[config.mk]
export PLATFORM = sky130hd
export DESIGN_NAME = trim_pwm_capture
export DESIGN_NICKNAME = d
export VERILOG_FILES = /design/src/rtl/trim_pwm_capture_pkg.sv /design/src/rtl/trim_pwm_sync_edge.sv /design/src/rtl/trim_pwm_capture.sv
export SDC_FILE = /design/constraint.sdc
export NUM_CORES = 1
export LEC_CHECK = 0
export ABC_CLOCK_PERIOD_IN_PS = 2300
export BUFFER_PORTS_ARGS = -buffer_cell sky130_fd_sc_hd__buf_2
export CAP_MARGIN = 10
export CORE_MARGIN = 2
export CORE_UTILIZATION = 50
export DETAILED_ROUTE_END_ITERATION = 7
export PLACE_DENSITY = 0.73
export SYNTH_ARGS = -nofsm -noshare
export SYNTH_HDL_FRONTEND = slang
export SYNTH_SLANG_ARGS = --single-unit
[constraint.sdc]
create_clock -name clock -period 2.3 [get_ports clock]
set_input_delay 0.115 -clock clock [delete_from_list [all_inputs] [get_ports clock]]
set_output_delay 0.115 -clock clock [all_outputs]
set_load 0.01 [all_outputs]
[src/rtl/trim_pwm_capture_pkg.sv]
// trim_pwm_pkg: shared FSM states, counter width and saturation limit for the TrimPWM capture block
package trim_pwm_pkg;
  typedef enum logic [1:0] {IDLE, HIGH, LOW} state_t;
  localparam int RESOLUTION = 8;
  localparam int CNT_W = RESOLUTION + 1;
  function automatic int cnt_max(input int w);
    return (1 << w) - 1;
  endfunction
endpackage

[src/rtl/trim_pwm_sync_edge.sv]
// trim_pwm_sync_edge: pwm_in synchronizer and edge detector, 3-sample filter when TRIM_PWM_CAPTURE_GLITCH_FILTER_EN is defined
module trim_pwm_sync_edge (
  input  logic clock,
  input  logic reset,
  input  logic pwm_in,
  output logic level,
  output logic rise,
  output logic fall
);
  logic s1, s, s_d;
  always_ff @(posedge clock or posedge reset)
    if (reset) {s1, s, s_d} <= '0;
    else {s1, s, s_d} <= {pwm_in, s1, s};
`ifdef TRIM_PWM_CAPTURE_GLITCH_FILTER_EN
  logic s_dd, f, f_nxt;
  // rise/fall are taken from the next filtered level so the filter adds only two clocks
  always_comb f_nxt = (s & s_d & s_dd) ? 1'b1 : (~s & ~s_d & ~s_dd) ? 1'b0 : f;
  always_ff @(posedge clock or posedge reset)
    if (reset) {s_dd, f} <= '0;
    else {s_dd, f} <= {s_d, f_nxt};
  assign level = f;
  assign rise = f_nxt & ~f;
  assign fall = ~f_nxt & f;
`else
  assign level = s;
  assign rise = s & ~s_d;
  assign fall = ~s & s_d;
`endif
endmodule

[src/rtl/trim_pwm_capture.sv]
// trim_pwm_capture: PWM high-time/period decoder with valid/ack result handshake (filter: TRIM_PWM_CAPTURE_GLITCH_FILTER_EN)
module trim_pwm_capture import trim_pwm_pkg::*; #(
  parameter int Resolution = CNT_W - 1
) (
  input  logic                clock,
  input  logic                reset,
  input  logic                en,
  input  logic                pwm_in,
  input  logic                ack,
  output logic                valid,
  output logic [Resolution:0] high_time,
  output logic [Resolution:0] period,
  output logic                ovf,
  output logic                lost
);
  localparam int CW = Resolution + 1;
  localparam logic [CW-1:0] MAX = CW'(cnt_max(CW));
  state_t state;
  logic [CW-1:0] cnt, hi_lat, cnt_inc, pub_hi, pub_per;
  logic level, rise, fall, sat, closed, pub;
  trim_pwm_sync_edge u_sync (
    .clock(clock), .reset(reset), .pwm_in(pwm_in),
    .level(level), .rise(rise), .fall(fall)
  );
  // a timeout still in the high phase has no falling edge, so its high time is MAX
  always_comb begin
    sat = cnt == MAX;
    cnt_inc = sat ? MAX : cnt + 1'b1;
    closed = state == LOW && rise;
    pub = en && (closed || (state != IDLE && sat && !rise && !fall));
    pub_hi = (!closed && level) ? MAX : hi_lat;
    pub_per = closed ? cnt : MAX;
  end
  always_ff @(posedge clock or posedge reset)
    if (reset) begin
      state <= IDLE;
      cnt <= '0;
      hi_lat <= '0;
    end else if (!en) begin
      state <= IDLE;
      cnt <= '0;
    end else begin
      case (state)
        IDLE: if (rise) begin state <= HIGH; cnt <= CW'(1); end
        HIGH: if (fall) begin state <= LOW; hi_lat <= cnt; cnt <= cnt_inc; end
              else if (sat) begin state <= IDLE; cnt <= '0; end
              else cnt <= cnt_inc;
        LOW:  if (rise) begin state <= HIGH; cnt <= CW'(1); end
              else if (sat) begin state <= IDLE; cnt <= '0; end
              else cnt <= cnt_inc;
        default: state <= IDLE;
      endcase
    end
  // an ack landing with a publish keeps valid set and leaves lost alone
  always_ff @(posedge clock or posedge reset)
    if (reset) begin
      valid <= 1'b0;
      lost <= 1'b0;
      ovf <= 1'b0;
      high_time <= '0;
      period <= '0;
    end else begin
      valid <= pub | (valid & ~ack);
      lost <= pub ? (lost | (valid & ~ack)) : (lost & ~(valid & ack));
      if (pub) begin
        high_time <= pub_hi;
        period <= pub_per;
        ovf <= ~closed;
      end
    end
endmodule

==> impl_metrics.toml, run 1 <==
[status]
outcome = "complete, no violations"

[logic_synthesis]
ys_ff_latch = 44
ys_types = 44
synth_top_area_share = 0.489
yosysTopAreaCell = "dfrtp_1"
yosysMostFrequentCell = "dfrtp_1"
syn_avg_cell_area_sq_um = 10.4
syn-num-nets = 229
synthFlopType = "dfrtp_1"
ys_async_sr_fraction = 1.00
ys_warn_count = 0
ys_seq_area_frac = 0.489
syn-cell-area_sq_um = 2250
synthTopCellsByCount = "44 x dfrtp_1, 42 x nor2_1, 18 x a21oi_1"
synth_edf_count = 0
synth_area_leaders = "dfrtp_1 49%, nor2_1 7.0%, ha_1 4.4%"
syn_inst = 216

[worst_setup_path]
critical_path.top_delay_family = "simple AND/OR/NAND/NOR gates"
cp_num_buf_inv = 0
arrival_ns = 2.36
path_cells = "and4_2 -> and4_1 -> ha_1 -> nand2b_1 -> o21ai_2 -> o211ai_4 -> a41o_1 -> a21oi_1"
crit_start = "cnt[4]$_DFFE_PP0P_"
max_stage_delay_ns = 0.44
cp.required_ns = 2.52
slowest_stage = "dfrtp_1"
end_kind = "flop"
path_class = "reg2reg"
rrSetupSlack_ns = 0.15
regToRegStartpoint = "cnt[4]$_DFFE_PP0P_"
cp_max_fo = 7
r2r_end = "cnt[7]$_DFFE_PP0P_"
reg2reg_depth = 8
start_kind = "flop"

[place]
numPortBuffers = 25
dp_slack_ns = 0.197
place_congestion = 0.843
dp_hpwl_mm = 2.93

[pwr]
p_clk_frac = 0.327
switching_share = 0.259
p_leak_uw = 0.00130
total_power_uw = 1440
p_int_uw = 1070
p_per_area_nw_per_um2 = 564
p_comb_frac = 0.110
p_seq_frac = 0.563
p_switching_uw = 373
ir_worst_vdd_mv = 0.283

[detailed_routing]
vias = 1591
dr.pass1.iters = 5
ant_nets = 0
wirelength_mm = 4.13
drcViolationCount = 0
wl_per_cell_um = 13.8
drt_iter0_drc = 83
vias_per_cell = 5.30

[clock_network]
cts_root_buffer = "clkbuf_8"
clock_path_buffers = 2
clock_latency_ns = 0.29
cts.sinks = 44
tritoncts = "yes"
htreeDepth = 2
path_clk_slew_ns = 0.08
cts-buffers-inserted = 5

[floorplan]
die-area_sq_um = 5050
io_pins = 26
die_y_um = 71.1
rows = 24
die_x_um = 71.1
core-area_sq_um = 4350
start_util = 0.517

[timing]
max_freq_mhz = 466
fin_skew_ns = 0.00497
min_period_ns = 2.15
slew_violations = 0
worst_pin_slew_ns = 0.559
min_period_over_period = 0.934
slew_headroom = 0.627
rsz0062_at_grt = "no"
hold_viol = 0
tns_ns = 0
worst_slack_ns = 0.152
finalSetupViolations = 0

[hold_path]
hp-class = "in2reg"
hold_depth = 3
hold_start = "en"
min_to = "state[1]$_DFFE_PP0P_"

[grt]
overflow = 0
grt_max_degree = 45
grt_usage = 0.177
grt_pass1_wl_mm = 6.89
grt_pass1_vias = 1473
antenna_found_initial = 0

[cells_and_area]
multi_input_area_sq_um = 1040
num-fill-cells = 362
n_antenna_cell = 0
regArea_sq_um = 1100
nNetsFinal = 260
drive_gt1_frac = 0.302
areaGrowthSynthToFinish_pct = 13.5

[run]
drv_cap = 0
[how the worst max path moves through the flow]
stage,to,cells past startpoint,slack (ns)
floorplan,cnt[7]$_DFFE_PP0P_,10,0.24
global placement,cnt[7]$_DFFE_PP0P_,8,0.25
detailed placement,cnt[7]$_DFFE_PP0P_,8,0.20
CTS,cnt[7]$_DFFE_PP0P_,8,0.17
global route,cnt[6]$_DFFE_PP0P_,8,0.009
finish,cnt[7]$_DFFE_PP0P_,8,0.15
[what timing repair did]
item,4_1_cts,5_1_grt
gates resized for setup,0,1
buffers inserted,0,0
hold buffers,3,0
endpoints found under the hold margin,46,0
setup endpoints to repair,0,2
[power groups by stage]
stage                     combinational [uW]  sequential [uW]  clock, uW
after floorplan                          111              831          0
after global placement                   154              826          0
after detailed placement                 156              828          0
after CTS                                160              812        490
after global routing                     176              816        520
final                                    158              812        472
[flip-flops by register name (all words and copies together), names as in the netlist]
signal / cells
cnt: 9
hi_lat: 9
high_time: 9
lost: 1
ovf: 1
period: 9
state: 2
u_sync.level: 1
u_sync.s1: 1
u_sync.s_d: 1
valid: 1
[metal layers]
metal / track usage / vias to the layer above / share of wire
met5: 0 / - / 0
met4: 0.0797 / 0 / 0.016
met3: 0.0427 / 4 / 0.028
met2: 0.277 / 23 / 0.48
met1: 0.235 / 750 / 0.47
li1: - / 814 / -
[per-stage QoR]
step                hold WS (ns)   util  cells  instance area [sq um]
global placement           0.223  0.559    289                   2440
CTS                        0.192  0.586    300                   2550
floorplan                  0.146      -    216                   2250
global route               0.206  0.587    300                   2550
finish                     0.196  0.587    300                   2550
detailed placement         0.225  0.559    289                   2440
[kinds of logic (layout without fill, tap and decap cells)]
kind of cell,Yosys count,in the layout,synth area share
AO/OA/AOI/OAI,63,63,0.203
adder cells (fa/ha/maj),8,8,0.0445
buffers and inverters,19,51,0.0478
flip-flops,44,44,0.489
multiplexers,9,9,0.0445
AND/OR/NAND/NOR,73,73,0.171
[cells in the final DEF, fill, tap and decap left out, types with 2 or more instances in the layout]
master / n
a41oi_1: 2
o21bai_1: 3
a41o_1: 2
o22a_1: 4
nand3_1: 3
clkinv_2: 2
buf_2: 25
clkbuf_8: 5
nand2_1: 7
nand3b_1: 2
nor2b_1: 4
a21oi_1: 18
dfrtp_1: 44
a21oi_2: 11
o21ai_0: 8
o21ai_1: 2
ha_1: 8
nand2b_1: 3
buf_4: 8
dlygate4sd3_1: 3
nor2_1: 42
nor2b_4: 2
a31oi_1: 4
inv_1: 5
mux2_2: 8
[layout make-up]
type                    instances  share of cell area
inverters                       6             0.00881
well taps                      52              0.0255
clock inverters                 3             0.00735
multi-input cells             153               0.408
repair buffers                 37              0.0921
clock buffers                   5              0.0269
flip-flops and latches         44               0.431
[worst reg2reg max path, stage by stage, from the launching register on]
cell and delay [ns]:
dfrtp_1 0.44, and4_2 0.29, and4_1 0.24, ha_1 0.24, nand2b_1 0.17, o21ai_2 0.19
o211ai_4 0.13, a41o_1 0.23, a21oi_1 0.15
Note: power is estimated with default switching activity, not from simulation.
==> run 2, diff against run 1 <==
Settings changed: ABC_CLOCK_PERIOD_IN_PS 2300 to 1920, PLACE_DENSITY 0.73 to 0.76.
Clock period 2.3 ns to 1.92 ns, I/O delays scaled along.
==> impl_metrics.toml, run 2 (same netlist as run 1, synthesis figures left out) <==
[cells_and_area]
num-fill-cells = 353
final_util = 0.625
areaGrowthSynthToFinish_pct = 20.8
final_cell_mix = "44 x dfrtp_1, 42 x nor2_1, 25 x buf_2"
n_antenna_cell = 0
drive_gt1_frac = 0.350
final_common_cell = "dfrtp_1"
nNetsFinal = 273

[grt]
grt_max_degree = 26
grt_pass1_wl_mm = 7.66
grt_pass1_vias = 1676
overflow = 0
antenna_found_initial = 0
grt_usage = 0.192

[worst_setup_path]
cp_num_buf_inv = 0
path_class = "reg2reg"
end_kind = "flop"
start_kind = "flop"
critical_path.top_delay_family = "compound AO/OA/AOI/OAI gates"
cp_max_fo = 7
arrival_ns = 2.05
path_cells = "and4_1 -> and4_4 -> ha_4 -> nand2b_4 -> o21ai_4 -> o211ai_4 -> a21oi_1 -> o22a_1"
max_stage_delay_ns = 0.35
slowest_stage = "dfrtp_1"
cp.required_ns = 2.10

[place]
numPortBuffers = 25
dp_hpwl_mm = 3.19
place_congestion = 0.832

[pwr]
p_clk_frac = 0.322
p_int_uw = 1280
switching_share = 0.258
p_per_area_nw_per_um2 = 633
p_leak_uw = 0.00136
ir_worst_vdd_mv = 0.316
p_seq_frac = 0.565
p_comb_frac = 0.113
p_switching_uw = 444

[floorplan]
io_pins = 26
die_x_um = 71.1
die-area_sq_um = 5050
die_y_um = 71.1
start_util = 0.517
core-area_sq_um = 4350
rows = 24

[detailed_routing]
wl_per_cell_um = 14.4
vias_per_cell = 5.42
drt_iter0_drc = 70
drcViolationCount = 0
wirelength_mm = 4.48
dr.pass1.iters = 4
vias = 1692
ant_nets = 0

[timing]
min_period_ns = 1.87
slew_headroom = 0.505
fin_skew_ns = 0.00780
max_freq_mhz = 536
slew_violations = 0
min_period_over_period = 0.972
worst_pin_slew_ns = 0.738
rsz0062_at_grt = "yes"
finalSetupViolations = 0
whs_ns = 0.181
hold_viol = 0
tns_ns = 0

[clock_network]
clock_path_buffers = 2
htreeDepth = 2
path_clk_slew_ns = 0.08
tritoncts = "yes"
cts_root_buffer = "clkbuf_8"
cts-buffers-inserted = 5
cts.sinks = 44
clock_latency_ns = 0.29

[status]
outcome = "complete, no violations"

[run]
drv_cap = 0

[hold_path]
hp-class = "in2reg"
[run 2: cell types whose count changed in the layout (fill, tap and decap cells not counted), moves of 2 or more]
cell / delta
ha_1: -2
ha_4: +2
buf_4: +10
buf_12: +2
[run 2: metal layers]
layer	wire, um	GRT usage	up-vias
li1	-	-	834
met1	2060	0.251	808
met2	2190	0.312	39
met3	153	0.0470	11
met4	86	0.0671	0
met5	0	0	-
[run 2: path summary, 6_finish.rpt]
path / slack, ns / from / to / depth (start not counted)
setup / recovery: 0.05 / cnt[3]$_DFFE_PP0P_ / cnt[2]$_DFFE_PP0P_ / 8
min in group asynchronous: 0.38 / reset / u_sync.level$_DFF_PP0_ / 3
max in group asynchronous: 1.02 / reset / hi_lat[3]$_DFFE_PP0P_ / 4
setup reg to reg: 0.05 / cnt[3]$_DFFE_PP0P_ / cnt[2]$_DFFE_PP0P_ / 8
hold / removal: 0.18 / en / state[1]$_DFFE_PP0P_ / 3
hold reg to reg: 0.36 / u_sync.s1$_DFF_PP0_ / u_sync.level$_DFF_PP0_ / 0
[run 2: repair_timing]
action,CTS,global route
setup buffers,0,5
hold buffers,3,0
endpoints found under the setup margin,3,15
gates resized for setup,0,9
pin swaps,1,6
endpoints found under the hold margin,22,0
cloned,0,0
[run 2: cell type report]
cell class                 instances  area (sq um)  share of cell area
tap                               52          65.1              0.0239
sequential                        44          1100               0.405
clock buffer                       5          68.8              0.0253
timing repair buffer              50           362               0.133
clock inverter                     2          12.5             0.00460
inverter                           6          22.5             0.00828
multi-input combinational        153          1090               0.400
[run 2: through the flow]
| stage | worst slack, ns | power, uW | std cells | cell area, sq um |
|---|---|---|---|---|
| final | 0.0529 | 1720 | 312 | 2720 |
| after global routing | -0.0260 | 1790 | 312 | 2720 |
| after floorplan | -0.0363 | 1130 | 216 | 2290 |
| after CTS | -0.000717 | 1740 | 307 | 2640 |
| after global placement | 0.0612 | 1180 | 297 | 2530 |
| after detailed placement | 0.00144 | 1180 | 297 | 2530 |
[run 2: tightest hold or removal path, cell delays in order]
cell and delay, ns:
buf_2 0.19, o21ai_0 0.11, a21oi_1 0.04
[run 2: power groups by stage]
stage          combinational, uW  sequential [uW]  clock [uW]
4_1_cts                      197              972         566
3_3_place_gp                 189              990           0
5_1_grt                      218              975         601
2_1_floorplan                134              996           0
6_report                     195              972         554
3_5_place_dp                 191              991           0
